### src/rtl/pe_bus_pkg.sv
// Shared types and defaults for the PE memory-bus arbiter.
package pe_bus_pkg;

    typedef enum logic [1:0] {
        IDLE,
        ISSUE,
        WAIT,
        DONE
    } arb_state_t;

    localparam int DEFAULT_NUM_PE  = 4;
    localparam int DEFAULT_DATA_W  = 32;
    localparam int DEFAULT_TIMEOUT = 255;

    // Timer width able to hold every value up to and including the timeout.
    function automatic int timer_width(input int timeout);
        return $clog2(timeout + 1);
    endfunction

endpackage

### src/rtl/pe_mem_arbiter_rr_pick.sv
// Combinational round-robin picker: first set request at or above ptr, wrapping.
module rr_pick #(
    parameter int NUM_PE = 4,
    parameter int PTR_W  = $clog2(NUM_PE)
) (
    input  logic [NUM_PE-1:0] req,
    input  logic [PTR_W-1:0]  ptr,
    output logic [NUM_PE-1:0] gnt,
    output logic [PTR_W-1:0]  idx,
    output logic              any
);

    logic [2*NUM_PE-1:0] req_dbl;
    logic [NUM_PE-1:0]   req_rot;
    logic [PTR_W-1:0]    offset;
    logic [PTR_W:0]      idx_sum;

    // Rotating by ptr puts the highest-priority requester at bit 0.
    assign req_dbl = {req, req};
    assign req_rot = req_dbl[{1'b0, ptr} +: NUM_PE];

    always_comb begin
        offset = '0;
        any    = 1'b0;
        for (int k = NUM_PE - 1; k >= 0; k--) begin
            if (req_rot[k]) begin
                offset = PTR_W'(k);
                any    = 1'b1;
            end
        end
    end

    assign idx_sum = {1'b0, offset} + {1'b0, ptr};
    assign idx     = (idx_sum >= (PTR_W+1)'(NUM_PE)) ?
                     PTR_W'(idx_sum - (PTR_W+1)'(NUM_PE)) : idx_sum[PTR_W-1:0];

    generate
        for (genvar gi = 0; gi < NUM_PE; gi++) begin : g_gnt
            assign gnt[gi] = any && (idx == PTR_W'(gi));
        end
    endgenerate

endmodule

### src/rtl/pe_mem_arbiter.sv
// Round-robin arbiter sharing one memory bus between NUM_PE processing elements,
// with a per-transaction ack timeout.
module pe_mem_arbiter
    import pe_bus_pkg::*;
#(
    parameter int NUM_PE  = DEFAULT_NUM_PE,
    parameter int DATA_W  = DEFAULT_DATA_W,
    parameter int TIMEOUT = DEFAULT_TIMEOUT
) (
    input  logic                     clk,
    input  logic                     reset,
    input  logic [NUM_PE-1:0]        pe_read,
    input  logic [NUM_PE-1:0]        pe_write,
    input  logic [NUM_PE*DATA_W-1:0] pe_addr,
    input  logic [NUM_PE*DATA_W-1:0] pe_wdata,
    output logic [NUM_PE-1:0]        pe_grant,
    output logic [NUM_PE-1:0]        pe_done,
    output logic                     pe_err,
    output logic [DATA_W-1:0]        pe_rdata,
    output logic                     bus_read,
    output logic                     bus_write,
    output logic [DATA_W-1:0]        bus_addr,
    output logic [DATA_W-1:0]        bus_wdata,
    input  logic                     bus_ack,
    input  logic [DATA_W-1:0]        bus_rdata
);

    localparam int PTR_W   = $clog2(NUM_PE);
    localparam int TIMER_W = timer_width(TIMEOUT);

    arb_state_t         state_reg;
    logic [PTR_W-1:0]   ptr_reg;
    logic [PTR_W-1:0]   owner_reg;
    logic [PTR_W-1:0]   ptr_next;
    logic [TIMER_W-1:0] timer_reg;

    logic [NUM_PE-1:0]  req;
    logic [NUM_PE-1:0]  pick_gnt;
    logic [PTR_W-1:0]   pick_idx;
    logic               pick_any;

    logic [DATA_W-1:0]  addr_arr  [NUM_PE];
    logic [DATA_W-1:0]  wdata_arr [NUM_PE];

    generate
        for (genvar gi = 0; gi < NUM_PE; gi++) begin : g_slice
            assign addr_arr[gi]  = pe_addr[gi*DATA_W +: DATA_W];
            assign wdata_arr[gi] = pe_wdata[gi*DATA_W +: DATA_W];
        end
    endgenerate

    assign req = pe_read | pe_write;

    rr_pick #(
        .NUM_PE (NUM_PE),
        .PTR_W  (PTR_W)
    ) u_pick (
        .req (req),
        .ptr (ptr_reg),
        .gnt (pick_gnt),
        .idx (pick_idx),
        .any (pick_any)
    );

    // The finished owner drops to lowest priority for the next round.
    assign ptr_next = (owner_reg == PTR_W'(NUM_PE - 1)) ? '0 : owner_reg + PTR_W'(1);

    always_ff @(posedge clk or posedge reset) begin
        if (reset) begin
            state_reg <= IDLE;
            ptr_reg   <= '0;
            owner_reg <= '0;
            timer_reg <= '0;
            pe_grant  <= '0;
            pe_done   <= '0;
            pe_err    <= 1'b0;
            pe_rdata  <= '0;
            bus_read  <= 1'b0;
            bus_write <= 1'b0;
            bus_addr  <= '0;
            bus_wdata <= '0;
        end else begin
            case (state_reg)
                IDLE: begin
                    if (pick_any) begin
                        owner_reg <= pick_idx;
                        pe_grant  <= pick_gnt;
                        bus_addr  <= addr_arr[pick_idx];
                        bus_wdata <= wdata_arr[pick_idx];
                        // A PE raising both strobes is served as a write.
                        bus_write <= pe_write[pick_idx];
                        bus_read  <= ~pe_write[pick_idx];
                        state_reg <= ISSUE;
                    end
                end
                ISSUE: begin
                    timer_reg <= '0;
                    state_reg <= WAIT;
                end
                WAIT: begin
                    // Ack takes precedence over an expiry in the same cycle.
                    if (bus_ack || (timer_reg == TIMER_W'(TIMEOUT - 1))) begin
                        if (bus_ack && bus_read) begin
                            pe_rdata <= bus_rdata;
                        end
                        pe_err    <= ~bus_ack;
                        pe_done   <= pe_grant;
                        bus_read  <= 1'b0;
                        bus_write <= 1'b0;
                        state_reg <= DONE;
                    end else begin
                        timer_reg <= timer_reg + TIMER_W'(1);
                    end
                end
                DONE: begin
                    pe_done   <= '0;
                    pe_err    <= 1'b0;
                    pe_grant  <= '0;
                    ptr_reg   <= ptr_next;
                    state_reg <= IDLE;
                end
                default: state_reg <= IDLE;
            endcase
        end
    end

endmodule

### config.mk
export PLATFORM = sky130hd
export DESIGN_NAME = pe_mem_arbiter
export DESIGN_NICKNAME = d
export VERILOG_FILES = /design/src/rtl/pe_bus_pkg.sv /design/src/rtl/pe_mem_arbiter_rr_pick.sv /design/src/rtl/pe_mem_arbiter.sv
export SDC_FILE = /design/constraint.sdc
export NUM_CORES = 1
export LEC_CHECK = 0
export ABC_AREA = 1
export CORE_AREA = 2 2 157 159
export DETAILED_ROUTE_END_ITERATION = 16
export DIE_AREA = 0 0 159 161
export GPL_ROUTABILITY_DRIVEN = 0
export GPL_TIMING_DRIVEN = 0
export PLACE_DENSITY = 0.74
export SYNTH_ARGS = -nofsm -noshare
export SYNTH_HDL_FRONTEND = slang
export SYNTH_SLANG_ARGS = --single-unit
export TNS_END_PERCENT = 10
### constraint.sdc
create_clock -name clk -period 6.4 [get_ports clk]
set_clock_uncertainty 0.05 [all_clocks]
set_input_delay 1.92 -clock clk [delete_from_list [all_inputs] [get_ports clk]]
set_output_delay 1.92 -clock clk [all_outputs]
set_load 0.02 [all_outputs]
Word-level counts from Yosys, hierarchy flattened
Index checks and enable logic that the tools add are counted.
Widths: inputs -> output; s select.
Word-level totals
  output and inout bits: 107
  bits in registers: 121
Operators by class
  bitwise logic cells: 4
  shift-type cells: 1
  multiplexer cells: 34
  $lt $le $gt $ge: 3
  equal/unequal tests: 11
  reductions and logical operators: 19
  add/subtract/negate cells: 4
Operator list (number)
  $bmux 32 s2: 2
  $mux 32: 4
  $mux 2: 8
  $pmux 4 s2: 2
  $pmux 8 s2: 1
  $eq 2x2->1 const B: 5
  $reduce_and 2->1: 5
  $mux 1: 9
  $add 8x1->8 const B: 1
  $eq 8x8->1 const B: 1
  $mux 4: 2
  $mux 8: 1
  $pmux 2 s4: 1
  $reduce_bool 2->1: 4
  $shiftx 8x3->4: 1
  $ge 3x3->1 const B: 2
  $pmux 1 s2: 3
  $reduce_and 3->1: 2
  $logic_and 1x1->1: 5
  $eq 2x1->1 const B: 2
  $logic_not 2->1: 2
  $ne 2x2->1 const B: 2
  $or 4x4->4: 1
  $add 2x2->3: 1
  8 further kinds: 9

Longest topological paths before layout
  depth in word-level cells: 14
  mapped depth: 17
  mapped depth without buffers: 15

Hierarchy
From an unflattened synthesis, not the netlist that was laid out.
Second synthesis, totals
  cells, all modules: 865
  area, all modules: 6924.1 um^2
By module, submodules not included
  pe_mem_arbiter: instances 1, sequential area each 3027.9 um^2, area an instance 6706.4 um^2, cells an instance 822
  rr_pick: instances 1, sequential area each 0.0 um^2, area an instance 217.7 um^2, cells an instance 43

Least setup slack after synthesis
OpenSTA, ideal clock, no wires.
  kind: input-to-reg
  start point: input pe_read[0]
  end point: register bus_wdata[0]
  stages: 14
  setup slack: 2.407 ns
  arrival time: 3.826 ns
  path through: nor2_1 nand2_1 nand2_1 nand2_1 nand2_1 a21oi_1 ha_1 buf_2 buf_4 clkbuf_1 mux2i_1 nand3_1 nand3_1 nand2_1
Between the ends
  cells in the longest elaborated chain, start to end: 13
Ends and longest elaborated chain
  start: declaration: line pe_mem_arbiter.sv:12  | input logic [NUM_PE-1:0] pe_read,
  $or 4x4->4 *: line pe_mem_arbiter.sv:52  | assign req = pe_read | pe_write;
  $shiftx 8x3->4 *: line pe_mem_arbiter_rr_pick.sv:20  | assign req_rot = req_dbl[{1'b0, ptr} +: NUM_PE];
  $mux 2 (3 in series): line pe_mem_arbiter_rr_pick.sv:26  | if (req_rot[k]) begin
  $mux 2 *: line pe_mem_arbiter_rr_pick.sv:26
  $add 2x2->3 *: line pe_mem_arbiter_rr_pick.sv:33  | assign idx_sum = {1'b0, offset} + {1'b0, ptr};
  $ge 3x3->1 / $sub 2x1->2 (equally long branches): line pe_mem_arbiter_rr_pick.sv:34, pe_mem_arbiter_rr_pick.sv:35
  $mux 2 *: line pe_mem_arbiter_rr_pick.sv:34  | assign idx = (idx_sum >= (PTR_W+1)'(NUM_PE)) ?
  via pick_idx[0]: line pe_mem_arbiter.sv:39  | logic [PTR_W-1:0] pick_idx;
  $not 2->3 (not written as such) *: line pe_mem_arbiter.sv:89  | bus_wdata <= wdata_arr[pick_idx];
  $bmux 32 s2 *: line pe_mem_arbiter.sv:89
  $mux 32 (not written as such) * (2 in series): line pe_mem_arbiter.sv:89
  end signal: assignment: line pe_mem_arbiter.sv:89
  end: declaration: line pe_mem_arbiter.sv:23  | output logic [DATA_W-1:0] bus_wdata,
The timed path passes the listed nets; every way through them passes the cells marked *. The select of a mux whose other input is x is not followed.
A chain may end at the register's enable or synchronous reset.

Worst setup path in the final report
  start point: input pe_write[0]
  end point: register bus_wdata[0]
Between the ends
  cells in the longest elaborated chain, start to end: 13
Ends and longest elaborated chain
  start: declaration: line pe_mem_arbiter.sv:13  | input logic [NUM_PE-1:0] pe_write,
  $or 4x4->4 *: line pe_mem_arbiter.sv:52
  $shiftx 8x3->4 *: line pe_mem_arbiter_rr_pick.sv:20
  $mux 2 (3 in series): line pe_mem_arbiter_rr_pick.sv:26
  $mux 2 *: line pe_mem_arbiter_rr_pick.sv:26
  $add 2x2->3 *: line pe_mem_arbiter_rr_pick.sv:33
  $ge 3x3->1 / $sub 2x1->2 (equally long branches): line pe_mem_arbiter_rr_pick.sv:34, pe_mem_arbiter_rr_pick.sv:35
  $mux 2 *: line pe_mem_arbiter_rr_pick.sv:34
  via pick_idx[0]: line pe_mem_arbiter.sv:39
  $not 2->3 (not written as such) *: line pe_mem_arbiter.sv:89
  $bmux 32 s2 *: line pe_mem_arbiter.sv:89
  $mux 32 (not written as such) * (2 in series): line pe_mem_arbiter.sv:89
Marked as above.

==> run summary <==
WS Path Type: input pin to register
Leakage Power: 5.708 nW
final setup vio count: 0
Syn Nets: 1,148
Hold Path Cell Cnt: 2
DR iter-0 viols: 397
Root Driver: clkbuf_16
Detailed Route WL: 28,250 µm
Post-CTS Setup Bufs: 0
Longest Clk Path Bufs: 2
Fmax: 0.2078 GHz
Slew HR: 0.1951
Warnings, synthesis: 0
vias in the first global route: 7,905
Cells after Synth: 840
Synth cell types: 25
Die Span X: 159 µm
status: completed
Crit Path Max Fanout: 10
Combinational Power Share: 0.662
die area: 0.02560 mm²
CP endpoint kind: register
Levels on crit path: 15
Port Buffers: 405
largest net degree at the start of global routing: 68
met1 Track Usage GR: 0.2504
Fin. Hold Viols: 0
worst-skew pair later-pin latency: 0.42 ns
most frequent CP cell: nand2_1
share of the synthesized area in the top cell type: 0.4191
pre-CTS setup slack: 1.018 ns
reg2reg path depth: 15
hold crit path type: register to register
worst path bufs/invs: 4
Area Growth Syn to Fin: 70.18%
Reg power frac: 0.197
Clock power frac: 0.140
Remaining DRCs: 0
switching power: 3.122 mW
Switching Fraction: 0.4613
Final min period: 4.813 ns
top flop regs: bus_addr (32), bus_wdata (32), pe_rdata (32)
clock sink count: 121
Tot GR Track Use: 0.2177
initial antenna violation count: 1
post-route cell area: 0.01229 mm²
Most Crowded Layer GR: met2
Crit path max-delay family: buffers and inverters
iteration count of the initial detailed-routing pass: 5
hpwl dp: 22,490 µm
Boundary Pins: 406
Worst EP required: 6.64 ns
number of hold buffers added after cts: 0
Worst-Margin Slew: 1.207 ns
layout cell share with drive strength beyond 1: 0.08536
setup ws final: 1.587 ns
M2 GR Usage: 0.3868
Placeable Area: 0.02396 mm²
CTS tree: built
remaining antenna violation count: 0
DR vias: 7,557
grt ovf: 0
period utilisation layout: 0.7520
Post-DP Area: 0.01172 mm²
mean post-synth cell area: 8.601 µm²
die height: 161 µm
Fillers: 2,322
Initial Util: 0.3015
first-pass GRT wire length: 43,190 µm
H-tree depth: 4
pwr dens: 550.5 mW/mm²
max-slew violations: 0
Internal: 3.646 mW
#FFs+latches synth: 121
RSZ-0062 raised after global routing: no
CP max-delay cell: clkbuf_1
layout net count: 1,573
WL/cell: 17.63 µm
Global Route met3 Usage: 0.06317
register area share after synthesis: 0.4191
area leader, netlist: dfrtp_1
row cnt: 57
CP arrival: 5.05 ns
crit-path max cell delay: 0.78 ns
post-synthesis cell area: 0.007224 mm²
Worst-path clk slew: 0.06 ns
TritonCTS buffer count: 17
CP Cell Sequence: clkdlybuf4s50_1 -> nor2_1 -> nand2_1 -> nand2_1 -> nand2_1 -> nand2_1 -> a21oi_1 -> ha_1 -> buf_2 -> buf_4 -> clkbuf_1 -> mux2i_1 -> nand3_1 -> nand3_1 -> nand2_1
drt via density: 4.717
VDD IR-drop max: 0.2752 mV
Startpoint Class: input pin
Max-Cap Viols: 0
# resized after CTS: 0
Synth area leaders: dfrtp_1, mux2i_1, nand2_1
==> path summary, 6_finish.rpt <==
| path | slack (ns) | endpoint | startpoint |
|---|---|---|---|
| setup / recovery | 1.59 | bus_wdata[0] | pe_write[0] |
| hold / removal | 0.43 | bus_addr[12] | bus_addr[12] |
| setup reg to reg | 3.09 | bus_wdata[0] | ptr_reg[0] |
| hold reg to reg | 0.43 | bus_addr[12] | bus_addr[12] |
| max in group asynchronous | 3.69 | bus_addr[27] | reset |
| min in group asynchronous | 1.88 | pe_rdata[3] | reset |
==> power groups by stage <==
stage | Sequential, mW | Clock, mW | Combinational (mW)
floorplan | 1.71 | 0 | 2.47
global placement | 1.33 | 0 | 4.46
detailed placement | 1.34 | 0 | 4.53
CTS | 1.33 | 0.969 | 4.54
global route | 1.38 | 1.00 | 4.88
finish | 1.33 | 0.950 | 4.48
==> cells in the final DEF, fill, tap and decap left out, types with 3 or more instances in the layout <==
| cell | n |
|---|---|
| nor2_1 | 12 |
| inv_1 | 21 |
| clkinvlp_4 | 3 |
| buf_2 | 17 |
| clkinv_2 | 3 |
| inv_2 | 3 |
| ha_1 | 9 |
| o21ai_0 | 17 |
| clkbuf_16 | 17 |
| nand3_1 | 148 |
| clkbuf_1 | 18 |
| buf_4 | 9 |
| dfrtp_1 | 121 |
| nand4_1 | 3 |
| buf_6 | 7 |
| buf_1 | 3 |
| clkdlybuf4s50_1 | 405 |
| o21ai_1 | 5 |
| mux2i_1 | 128 |
| clkinv_4 | 3 |
| a21oi_1 | 3 |
| nand2_1 | 269 |
| inv_6 | 4 |
| mux2_2 | 32 |
| nand2_2 | 6 |
==> kinds of logic after synthesis <==
kind of cell	share of synthesized area
fa+ha+maj	0.01559
buf+inv	0.05594
flops	0.4191
simple gates	0.2593
xor+xnor	0.002425
mux	0.2272
compound gates	0.02043
==> through the flow <==
step / TNS, ns / std cells / util / total power [mW] / hold WS [ns]
finish: 0 / 1602 / 0.5131 / 6.768 / 0.4262
detailed placement: 0 / 1570 / 0.4889 / 5.867 / 0.4141
floorplan: 0 / 840 / - / 4.177 / 0.4070
global placement: -76.75 / 1569 / 0.4876 / 5.792 / 0.4112
CTS: 0 / 1601 / 0.5129 / 6.842 / 0.4299
global route: 0 / 1602 / 0.5131 / 7.256 / 0.4521
==> cell usage after synthesis <==
cell type  number
o31ai_1         2
o21ai_0        17
nand2_1       269
mux2_2         32
nand3_1       148
ha_1            9
mux2i_1       128
buf_4           9
clkbuf_1       18
a21oi_1         3
nor3_1          1
inv_2           3
nor2_1         12
buf_6           7
nand3_2         1
buf_2          17
o211ai_1        1
nand4_1         3
nand2_2         6
inv_1          22
nor2_2          1
xor2_1          2
o21ai_1         5
buf_1           3
dfrtp_1       121
==> layer usage <==
layer | wire length (µm) | part of all wire
met1 | 11180 | 0.40
met2 | 14280 | 0.51
met3 | 2083 | 0.074
met4 | 702 | 0.025
met5 | 0 | 0
==> worst register-to-register path: stages (launching register included) <==
cell and delay, ns:
dfrtp_1 0.49, inv_2 0.10, nand2_2 0.09, nand2_1 0.08, nand2_1 0.07, nand2_1 0.08
nand2_1 0.06, a21oi_1 0.06, ha_1 0.29, buf_2 0.20, buf_4 0.25, clkbuf_1 0.78
mux2i_1 0.34, nand3_1 0.11, nand3_1 0.08, nand2_1 0.05
==> area by class of cell <==
| cell class | instances | area [µm²] | area share |
|---|---|---|---|
| Tap cell | 324 | 405.4 | 0.03297 |
| Buffer | 54 | 310.3 | 0.02524 |
| Multi-Input combinational cell | 640 | 3792 | 0.3085 |
| Inverter | 25 | 98.84 | 0.008040 |
| Clock inverter | 14 | 150.1 | 0.01221 |
| Timing Repair Buffer | 406 | 4081 | 0.3320 |
| Sequential cell | 121 | 3028 | 0.2463 |
| Clock buffer | 17 | 425.4 | 0.03460 |
| Antenna cell | 1 | 2.502 | 0.0002035 |
Power figures use the tool's default switching activity.
==> edit 1, RTL diff (config.mk and constraints unchanged) <==
The package constant `DEFAULT_TIMEOUT` goes from 255 to 510.
--- a/src/rtl/pe_bus_pkg.sv
+++ b/src/rtl/pe_bus_pkg.sv
@@ -12,3 +12,3 @@
     localparam int DEFAULT_DATA_W  = 32;
-    localparam int DEFAULT_TIMEOUT = 255;
+    localparam int DEFAULT_TIMEOUT = 510;
 
Formal check against the unedited RTL: same outputs for any inputs over 4 cycles, from zero or initial values and one cycle with reset high; that may be too few to reach the edited logic, so the function may still have changed.
==> edit 1 against the original RTL <==
Via count increased by 1.3%. Count of clock-buffer cells in the layout increased by 1. Worst hold slack improved by 0.0012 ns. Die area unchanged. Wire length decreased by 0.42%. Synthesized area increased by 0.78%. Largest cell class unchanged. Design area increased by 0.80%. Sequential cell count increased by 1. Worst setup slack got worse by 0.025 ns. Highest routed layer unchanged. Power increased by 1.3%.
==> edit 1: results (changes against the original RTL) <==
** Outcome
- Run status :: finished clean (unchanged)

** Power
- The total power density per cell area was 553 nW/µm² (was 550 nW/µm²).
- Proportion of power drawn by the clock network :: 0.150 (was 0.140)
- Leakage dissipation :: 0.00574 µW (was 0.00571 µW)
- Maximum VDD drop :: 0.000216 V (was 0.000275 V)
- The internal power consumption came to 3700 µW (was 3650 µW).

** GRT
- Met3 track demand over resource in global routing :: 0.0568 (was 0.0632)
- The global-route wire length before repair came to 43.1 mm (was 43.2 mm).
- The overall track demand over capacity in global routing is 0.215 (was 0.218).
- The largest net degree at the start of global routing was 70 (was 68).
- Via count of the first global-routing pass :: 7793 (was 7905)
- The global-route met1 utilization was 0.264 (was 0.250).

** Placed design
- The placed wire-length estimate after detailed placement was 21.9 mm (was 22.5 mm).

** Finish
- Share of post-route cells with drive strength above 1 :: 0.0908 (was 0.0854)
- The fill cell total of the finished layout came to 2271 (was 2322).

** Detailed routing
- Met3 routed WL :: 2.06 mm (was 2.08 mm)
- Total routed wirelength :: 28.1 mm (was 28.3 mm)
- Met1 wire length :: 11.6 mm (was 11.2 mm)
- Iter 0 DRT Violations :: 342 (was 397)

** Synth
- Fraction of the mapped netlist area in compound gates :: 0.0223 (was 0.0204)
- Leading post-synthesis cells by instance count: sky130_fd_sc_hd__nand2_1 (262), sky130_fd_sc_hd__nand3_1 (150), sky130_fd_sc_hd__mux2i_1 (128), sky130_fd_sc_hd__dfrtp_1 (122), sky130_fd_sc_hd__mux2_2 (32) (was sky130_fd_sc_hd__nand2_1 (269), sky130_fd_sc_hd__nand3_1 (148), sky130_fd_sc_hd__mux2i_1 (128), sky130_fd_sc_hd__dfrtp_1 (121), sky130_fd_sc_hd__mux2_2 (32)).
- Share of cell area taken by muxes after synthesis :: 0.225 (was 0.227)
- The post-synthesis adder-cell area fraction came to 0.0155 (was 0.0156).
- The portion of the post-synthesis area used by sequential elements was 0.419 (about the same).
- Most area-consuming cells after synthesis :: sky130_fd_sc_hd__dfrtp_1 (42%), sky130_fd_sc_hd__mux2i_1 (18%), sky130_fd_sc_hd__nand2_1 (14%), sky130_fd_sc_hd__nand3_1 (10%), sky130_fd_sc_hd__mux2_2 (4.9%) (was sky130_fd_sc_hd__dfrtp_1 (42%), sky130_fd_sc_hd__mux2i_1 (18%), sky130_fd_sc_hd__nand2_1 (14%), sky130_fd_sc_hd__nand3_1 (10%), sky130_fd_sc_hd__mux2_2 (5.0%))

** Hold path
- The origin of the worst min-delay path is bus_addr[6] (was bus_addr[12]).
- The end point of the worst hold path is bus_addr[6] (was bus_addr[12]).

** Setup path
- The worst path arrival time was 5.09 ns (was 5.05 ns).
- The setup slack on the worst flop-to-flop path is 3.12 ns (was 3.09 ns).
- Critical Path End :: bus_wdata[4] (was bus_wdata[0])
- The cell with the largest stage delay on the worst path is sky130_fd_sc_hd__buf_1 (was sky130_fd_sc_hd__clkbuf_1).
[edit 1: changes by cell type in the layout (fill, tap and decap cells not counted), sizes merged, moves of 2 or more]
cell    before  now
clkbuf      35   30
clkinv       6    4
nor2        13   15
o21ai       22   20
o22ai        0    2
nand2      275  268
buf         37   44
nand3      149  151
xor2         2    4
[edit 1: layout make-up]
class | instances | share of cell area
diodes | 2 | 0.000404
repair buffers | 406 | 0.329
well taps | 324 | 0.0327
inverters | 22 | 0.00707
multi-input cells | 641 | 0.310
flip-flops and latches | 122 | 0.246
plain buffers | 55 | 0.0244
clock buffers | 18 | 0.0346
clock inverters | 14 | 0.0150
[edit 1: through the flow]
stage                     utilization  area (µm²)  worst slack, ns  std cells
after floorplan                     -        7280             1.19        840
after detailed placement        0.491       11800             1.07       1570
after global placement          0.490       11700           -0.709       1569
after global routing            0.517       12400             1.19       1602
final                           0.517       12400             1.56       1604
after CTS                       0.517       12400             1.48       1602
==> edit 2, RTL diff (config.mk and constraints unchanged) <==
Without the edit above. Encoding of `arb_state_t`: now one-hot (4 bits for 4 states).
--- a/src/rtl/pe_bus_pkg.sv
+++ b/src/rtl/pe_bus_pkg.sv
@@ -3,7 +3,7 @@
 
-    typedef enum logic [1:0] {
-        IDLE,
-        ISSUE,
-        WAIT,
-        DONE
+    typedef enum logic [3:0] {
+        IDLE  = 4'b0001,
+        ISSUE = 4'b0010,
+        WAIT  = 4'b0100,
+        DONE  = 4'b1000
     } arb_state_t;
Check against the original RTL: no difference found for any inputs over 4 cycles, from zero or initial values and one cycle with reset high; so few cycles prove little.
==> edit 2 against the original RTL <==
Worst setup slack worse by 0.28 ns. Sequential power rose by 4%. Clock power rose by 7%. Global-route usage increased by 0.45 points. Largest power group unchanged. Wire length grew 2.1%. Non-clock buffer count rose by 1. Sequential share of layout area up 0.19 points. Synthesized area up 0.92%. Critical endpoint is now bus_wdata[8]. Sequential cell count grew 2. Design area is 0.91% higher. First-iteration DRC count shrank 15%. Utilization rose by 0.46 points. Power is 1.3% lower.
==> edit 2: results (changes against the original RTL) <==
** Outcome
- Run status :: finished clean (unchanged)

** Synth
- The portion of the post-synthesis area used by sequential elements is 0.422 (was 0.419).
- The post-synthesis adder-cell area fraction was 0.00858 (was 0.0156).
- The mux contribution to synthesized area came to 0.225 (was 0.227).
- Leading post-synthesis cells by instance count :: sky130_fd_sc_hd__nand2_1 (266), sky130_fd_sc_hd__nand3_1 (152), sky130_fd_sc_hd__mux2i_1 (128), sky130_fd_sc_hd__dfrtp_1 (122), sky130_fd_sc_hd__mux2_2 (32) (was sky130_fd_sc_hd__nand2_1 (269), sky130_fd_sc_hd__nand3_1 (148), sky130_fd_sc_hd__mux2i_1 (128), sky130_fd_sc_hd__dfrtp_1 (121), sky130_fd_sc_hd__mux2_2 (32))
- The fraction of synthesized cell area in xor and xnor cells came to 0.00481 (was 0.00242).
- The area fraction in compound gates after synthesis was 0.0117 (was 0.0204).
- The number of distinct standard cells referenced by the synthesized netlist is 30 (was 25).

** Hold path
- Hold endpoint :: bus_addr[11] (was bus_addr[12])
- The origin of the worst min-delay path was bus_addr[11] (was bus_addr[12]).

** Power
- The combinational group share of total power came to 0.641 (was 0.662).
- The internal power consumption was 3670 µW (was 3650 µW).
- Maximum VDD drop :: 0.000219 V (was 0.000275 V)
- Leakage dissipation :: 0.00568 µW (was 0.00571 µW)

** CTS
- Maximum buffer depth of the clock tree :: 2 (unchanged)

** Finish
- Non-Filler Instances :: 1604 (was 1602)
- Filler cell count in the final layout :: 2197 (was 2322)
- Share of post-route cells with drive strength above 1 :: 0.0963 (was 0.0854)

** Placed design
- Worst setup timing slack at the placement stage :: 0.773 ns (was 1.02 ns)
- Buffers on Ports :: 405 (unchanged)
- The placed wire-length estimate after detailed placement came to 23.0 mm (was 22.5 mm).

** GRT
- The global-route met1 utilization was 0.268 (was 0.250).
- GRT Overall Usage :: 0.222 (was 0.218)
- Met3 track demand over resource in global routing :: 0.0632 (unchanged)
- Via count of the first global-routing pass :: 7706 (was 7905)
- The global routing usage on met2 was 0.389 (was 0.387).
- First-pass GRT wire length :: 43.8 mm (was 43.2 mm)

** Setup path
- Crit-path max cell delay :: 0.83 ns (was 0.78 ns)
- The setup slack on the worst flop-to-flop path came to 2.78 ns (was 3.09 ns).
- The cell with the largest stage delay on the worst path is sky130_fd_sc_hd__buf_1 (was sky130_fd_sc_hd__clkbuf_1).
- The endpoint of the lowest-slack register-to-register path is bus_wdata[8] (was bus_wdata[0]).

** STA
- Slew of the pin with the lowest slew margin :: 1.07 ns (was 1.21 ns)
- The worst hold slack is 0.426 ns (about the same).

** Detailed routing
- The overall via count from detail_route is 7573 (was 7557).
- The detailed-route wire length per cell came to 18.0 µm (was 17.6 µm).
-- edit 2: changes by cell type in the layout (fill, tap and decap cells not counted), sizes merged, moves of 2 or more --
cell,before,now
buf,37,47
clkbuf,35,28
clkinv,6,4
diode,1,3
ha,9,5
inv,28,31
nand2,275,270
nand3,149,153
nor2,13,16
nor3,1,6
o21ai,22,12
xor2,2,4
-- edit 2: final cells by class --
type | instances | area, µm² | share of cell area
antenna | 3 | 7.51 | 0.000605
buffer | 55 | 319 | 0.0257
clock buffer | 19 | 453 | 0.0365
clock inverter | 12 | 163 | 0.0131
inverter | 28 | 110 | 0.00888
multi-input combinational | 634 | 3790 | 0.305
sequential | 123 | 3080 | 0.248
tap | 324 | 405 | 0.0327
timing repair buffer | 406 | 4080 | 0.329
-- edit 2: metal layers --
metal  vias to the layer above  wire, µm
met5                         -        11
met4                         2       506
met3                        34      2100
met2                       323     14300
met1                      3538     11900
li1                       3676         -
-- edit 2: worst max path at each step --
stage                      startpoint             to  slack (ns)  cells past startpoint
final                     pe_write[1]   bus_wdata[8]        1.30                     16
after global routing      pe_write[3]   bus_wdata[8]        0.95                     16
after CTS                 pe_write[1]   bus_wdata[8]        1.20                     16
after detailed placement  pe_write[1]   bus_wdata[8]        0.77                     16
after global placement          reset  bus_wdata[24]       -0.81                      2
after floorplan                 reset    bus_addr[0]        1.16                      1
-- edit 2: cells by family (layout without fill, tap and decap cells) --
family / Yosys count / after routing
DFF: 123 / 123
xor gates and xnor gates: 4 / 4
and+or+nand+nor: 449 / 449
AOI/OAI and AO/OA: 16 / 16
buffers and inverters: 83 / 520
adders and majority gates: 5 / 5
muxes: 160 / 160
other: 0 / 3
